===== config.mk =====
export PLATFORM = sky130hd
export DESIGN_NAME = irq_pending_ctrl
export DESIGN_NICKNAME = d
export VERILOG_FILES = /design/src/rtl/irq_pending_ctrl.sv
export SDC_FILE = /design/constraint.sdc
export NUM_CORES = 1
export LEC_CHECK = 0
export ABC_CLOCK_PERIOD_IN_PS = 2500
export BUFFER_PORTS_ARGS = -buffer_cell sky130_fd_sc_hd__buf_4
export CORE_UTILIZATION = 42
export CTS_CLUSTER_SIZE = 40
export DETAILED_ROUTE_END_ITERATION = 10
export PLACE_DENSITY = 0.86
export REMOVE_ABC_BUFFERS = 1
export SETUP_SLACK_MARGIN = 0.5
export SYNTH_ARGS = -nofsm -noshare
export SYNTH_HDL_FRONTEND = slang
export SYNTH_SLANG_ARGS = --single-unit

===== constraint.sdc =====
create_clock -name clk -period 2.5 [get_ports clk]
set_input_delay 0.25 -clock clk [delete_from_list [all_inputs] [get_ports clk]]
set_output_delay 0.25 -clock clk [all_outputs]
set_load 0.02 [all_outputs]

===== src/rtl/irq_pending_ctrl.sv =====
// Sticky interrupt pending register with enable mask, MSB-priority grant and valid/ready handoff.
// Optional IRQ_EDGE_DET_EN: rising-edge event detection plus sticky per-source lost-event flags.
module irq_pending_ctrl #(
  parameter int unsigned N_SRC = 8,
  parameter int unsigned ID_W  = 3
) (
  input  logic             clk,
  input  logic             rst,
  input  logic [N_SRC-1:0] req_in,
  input  logic [N_SRC-1:0] mask,
  output logic             irq_valid,
  input  logic             irq_ready,
  output logic [ID_W-1:0]  irq_id,
  output logic [N_SRC-1:0] pending,
  output logic [N_SRC-1:0] lost,
  input  logic [N_SRC-1:0] lost_clr
);

  typedef enum logic {IDLE = 1'b0, PRESENT = 1'b1} state_e;

  state_e           state_q, state_d;
  logic [ID_W-1:0]  irq_id_q, irq_id_d;
  logic [N_SRC-1:0] pending_q, pending_d;
  logic [N_SRC-1:0] evt;
  logic [N_SRC-1:0] eligible;
  logic [N_SRC-1:0] clr_vec;
  logic [ID_W-1:0]  top_idx;
  logic             accept;

`ifdef IRQ_EDGE_DET_EN
  logic [N_SRC-1:0] req_q;
  logic [N_SRC-1:0] lost_q, lost_d;

  always_ff @(posedge clk or posedge rst) begin
    if (rst) begin
      req_q  <= '0;
      lost_q <= '0;
    end else begin
      req_q  <= req_in;
      lost_q <= lost_d;
    end
  end

  assign evt = req_in & ~req_q;

  // An event on an already-pending source that is not being serviced overruns it.
  always_comb begin
    lost_d = (lost_q & ~lost_clr) | (evt & pending_q & ~clr_vec);
  end

  assign lost = lost_q;
`else
  logic unused_lost_clr;

  assign evt             = req_in;
  assign lost            = '0;
  assign unused_lost_clr = ^lost_clr;
`endif

  // State, grant index and pending register.
  always_ff @(posedge clk or posedge rst) begin
    if (rst) begin
      state_q   <= IDLE;
      irq_id_q  <= '0;
      pending_q <= '0;
    end else begin
      state_q   <= state_d;
      irq_id_q  <= irq_id_d;
      pending_q <= pending_d;
    end
  end

  assign eligible = pending_q & mask;

  // Highest set index of eligible; ascending scan so the last hit wins.
  always_comb begin
    top_idx = '0;
    for (int i = 0; i < int'(N_SRC); i++) begin
      if (eligible[i]) top_idx = ID_W'(i);
    end
  end

  // Next-state and grant capture.
  always_comb begin
    state_d  = state_q;
    irq_id_d = irq_id_q;
    case (state_q)
      IDLE: begin
        if (eligible != '0) begin
          state_d  = PRESENT;
          irq_id_d = top_idx;
        end
      end
      PRESENT: begin
        if (accept) state_d = IDLE;
      end
      default: state_d = IDLE;
    endcase
  end

  // Handshake outputs decoded from the state register.
  always_comb begin
    irq_valid = 1'b0;
    accept    = 1'b0;
    if (state_q == PRESENT) begin
      irq_valid = 1'b1;
      accept    = irq_ready;
    end
  end

  assign clr_vec   = accept ? (N_SRC'(1) << irq_id_q) : '0;
  // A new event beats the clear of the serviced bit.
  assign pending_d = evt | (pending_q & ~clr_vec);

  assign irq_id  = irq_id_q;
  assign pending = pending_q;

endmodule


# Word-level counts from Yosys, hierarchy flattened
# Cells that the tools add are included.
[totals]
ff_bits = 12
input_bits = 27
wordCells = 24
[classes]
shift = 1
mux = 13
bitwise_logic = 5
reduce_logical = 2
[ops]
columns = ["cell", "n"]
rows = [
  ["$mux W3", 6],
  ["$and A8 B8 Y8", 2],
  ["$mux W8", 1],
  ["$not A8 Y8", 1],
  ["$or A8 B8 Y8", 1],
  ["$reduce_bool A8 Y1", 1],
  ["$shl A1 B3 Y8 const A", 1],
  ["$mux W1", 5],
  ["$pmux W1 S2", 1],
  ["$reduce_and A2 Y1", 1],
  ["$not A1 Y1", 1],
]

# Longest topological paths before layout
[depth]
depth_word = 8
ltp_mapped = 4
mapped_depth_nobuf = 4

# Worst setup path after synthesis
# OpenSTA, ideal clock, no wires.
[synth_path]
path_kind = "register -> register"
start = "register pending_q[3] (netlist: pending[3])"
end = "register irq_id_q[0] (netlist: irq_id[0])"
setup_ps = 128
arrival_ps = 1434
t_required_ps = 2372
path_slack_ps = 939
path_stages_with_launch = 5
period_less_slack_ps = 1561
path_cell_list = "dfrtp_1 > a22o_1 > a221oi_2 > a41oi_2 > mux2_1"
[synth_between]
elab_chain_len = 6
[synth_rtl]
columns = ["item", "line_no", "text"]
rows = [
  ["start: declaration", "23", "logic [N_SRC-1:0] pending_q, pending_d;"],
  ["start signal: assignment", "69", "pending_q <= pending_d;"],
  ["$and A8 B8 Y8 *", "73", "assign eligible = pending_q & mask;"],
  ["$mux W3 (5 in a row)", "79", "if (eligible[i]) top_idx = ID_W'(i);"],
  ["end signal: assignment", "68", "irq_id_q <= irq_id_d;"],
  ["end: declaration", "22", "logic [ID_W-1:0] irq_id_q, irq_id_d;"],
]
# Every way passes the cells marked *; elsewhere a longest branch is shown, timed or not.
# A chain may end at the register's enable or synchronous reset.

# Final worst setup path
[layout_path]
start = "register pending_q[3] (netlist: pending[3])"
end = "register irq_id_q[1] (netlist: irq_id[1])"
# The elaborated chain is that of the path after synthesis.

==> impl_metrics.ini <==
[timing]
finalCriticalPeriod_ns = 1.58
finalMaxSlewViolations = 0
clock_skew_ns = 0.00353
fin_tns_setup_ns = 0
post-route-period-util_pct = 63.0
finalHoldWorstSlack_ns = -0.0112
setup_viol = 0
fmax_mhz = 635
hold_viol = 12
rsz0062_at_grt = false

[logic_synthesis]
avgSynthCellArea_um2 = 10.1
synth_area_leaders = dfrtp_1 46%, nand2b_1 9.6%, buf_4 9.2%, mux2_1 5.2%, o21ai_0 4.6%
seq_area_frac_synth_pct = 46.2
yosys.area.top_type = dfrtp_1
yosysWarnings = 0
synth_top_area_share_pct = 46.2
ys_ff_latch = 12
syn-cell-area_um2 = 649
synthCells = 64
synth.distinct_cells = 20

[pwr]
leakagePower_nw = 0.385
p_int_uw = 327
clkPwrFrac_pct = 23.8
power.switching_uw = 157
powerDensity_mw_per_mm2 = 549
swShare_pct = 32.5
pwr-share-seq_pct = 48.0
combPwrFrac_pct = 28.2
vdd_drop_max_mv = 0.354

[outcome]
status = finished with violations
violations = negative hold slack

[finish]
stdcell_area_um2 = 882
drive_gt1_share_pct = 37.5
final_common_cell = buf_4
diodes = 0
syn_to_final_growth_pct = 35.8
layout.nets = 125
mostFrequentLayoutCells = 30 x buf_4, 12 x dfrtp_1, 10 x nand2b_1
regArea_um2 = 300
multi_input_area_um2 = 312
n_fill_cell = 142

[cts]
cts_htree_levels = 1
cts_tree = done
cts_root_buffer = clkbuf_4
hold_buffers = 0
clkSlewWorstSetupHoldPaths_ns = 0.07
clock-sinks = 12
worstSkewPairLatency_ns = 0.27
cts_buffers = 3
cts_setup_buffers = 0
cts_resized = 0
clock_path_buffers = 2

[worst_setup_path]
end_kind = register
cp.arrival_ns = 1.72
path_max_fanout = 4
start_kind = register
worst_ep_required_time_ns = 2.64
cpPeakStageDelay_ns = 0.41
critical_path_class = reg2reg
slowest_stage = dfrtp_1
worstPathCellList = a22o_1 > a221oi_2 > a41oi_2 > mux2_1

[route]
drt-wirelength-per-cell_um = 13.5
drt_first_pass_iters = 4
drtIter0Drc = 4
detail_route.wirelength_um = 1500
avgViaCountPerCell = 5.21
vias = 578
ant_nets = 0
drc_errors = 0

[floorplan]
core_mm2 = 0.00137
initial_core_util_pct = 47.5
fp.dieW_um = 41.3
die_height_um = 41.3
row_count = 13
num_io_pins = 47
die_area_mm2 = 0.00171

[placement]
hpwlAfterDp_um = 1190
gp_congestion = 0.812
place_area_um2 = 860
port_buffers = 30

[global_route]
grt_max_degree = 13
grt_first_pass_wirelength_um = 2450
grt_overflow = 0
antenna_found_initial = 0
grt_pass1_vias = 585
grt_use_total_pct = 22.5

[min_path]
hold_class = in2async

[flow_run]
cap_viol_max_count = 0
## registers in the layout (all words and copies together) (netlist names)
register and cells:
pending 8, irq_id 3, state_q 1
## critical path, delay by kind of cell (launching register included)
family,cells,cell delay (ns)
mux,1,0.36
compound gates,3,0.69
flops,1,0.41
## metrics by stage
step / hold WS, ns / util (%) / cells / worst slack, ns / total power, mW
2_1_floorplan: 0.115 / - / 63 / 0.939 / 0.306
3_3_place_gp: 0.286 / 62.9 / 108 / 0.948 / 0.367
3_5_place_dp: 0.294 / 62.9 / 108 / 0.930 / 0.372
4_1_cts: 0.00354 / 64.6 / 111 / 0.910 / 0.488
5_1_grt: 0.0416 / 64.6 / 111 / 0.849 / 0.512
6_report: -0.0112 / 64.6 / 111 / 0.925 / 0.485
## cell usage after synthesis
cell type and count:
dfrtp_1 12, nand2b_1 10, buf_4 8, nand2_1 7, o21ai_0 6, nand3_1 4
mux2_1 3, o31ai_1 2, a21oi_1 1, a221o_1 1, a221oi_2 1, a22o_1 1
a22oi_1 1, a32o_1 1, a41oi_2 1, conb_1 1, inv_1 1, o21a_1 1
or2_2 1, or2b_1 1
## worst paths after layout
path / endpoint / cells after the start / startpoint / slack (ns)
worst max-delay path: irq_id[1] / 4 / pending[3] / 0.92
worst min-delay path: pending[6] / 2 / rst / -0.01
worst max register to register: irq_id[1] / 4 / pending[3] / 0.92
worst min register to register: irq_id[2] / 1 / irq_id[2] / 0.55
max in group asynchronous: irq_id[2] / 2 / rst / 2.19
min in group clk: pending[2] / 2 / req_in[2] / 0.17
## metal layers
metal  track usage (%)  part of all wire, %
met3              3.19                  6.5
met5                 0                    0
met1              28.7                   43
met4              10.5                 0.67
met2              37.5                   50
## cells by family after synthesis
group	after synthesis	synth area share [%]
AO/OA/AOI/OAI	16	19.3
buffers and inverters	9	9.83
flip-flops	12	46.2
multiplexers	3	5.20
other	1	0.577
AND/OR/NAND/NOR	23	18.9
## power by group through the flow
stage          combinational (mW)  sequential (mW)  clock [mW]
2_1_floorplan              0.0558            0.250           0
3_3_place_gp                0.132            0.235           0
3_5_place_dp                0.136            0.236           0
4_1_cts                     0.137            0.233       0.118
5_1_grt                     0.149            0.237       0.126
6_report                    0.137            0.233       0.115
## final cells by class
| cell class | instances | share of cell area, % |
|---|---|---|
| Sequential cell | 12 | 34.0 |
| Inverter | 1 | 0.426 |
| Tap cell | 15 | 2.13 |
| Clock buffer | 3 | 2.55 |
| Timing Repair Buffer | 30 | 25.5 |
| Multi-Input combinational cell | 50 | 35.3 |
(Power assumes the default switching activity.)
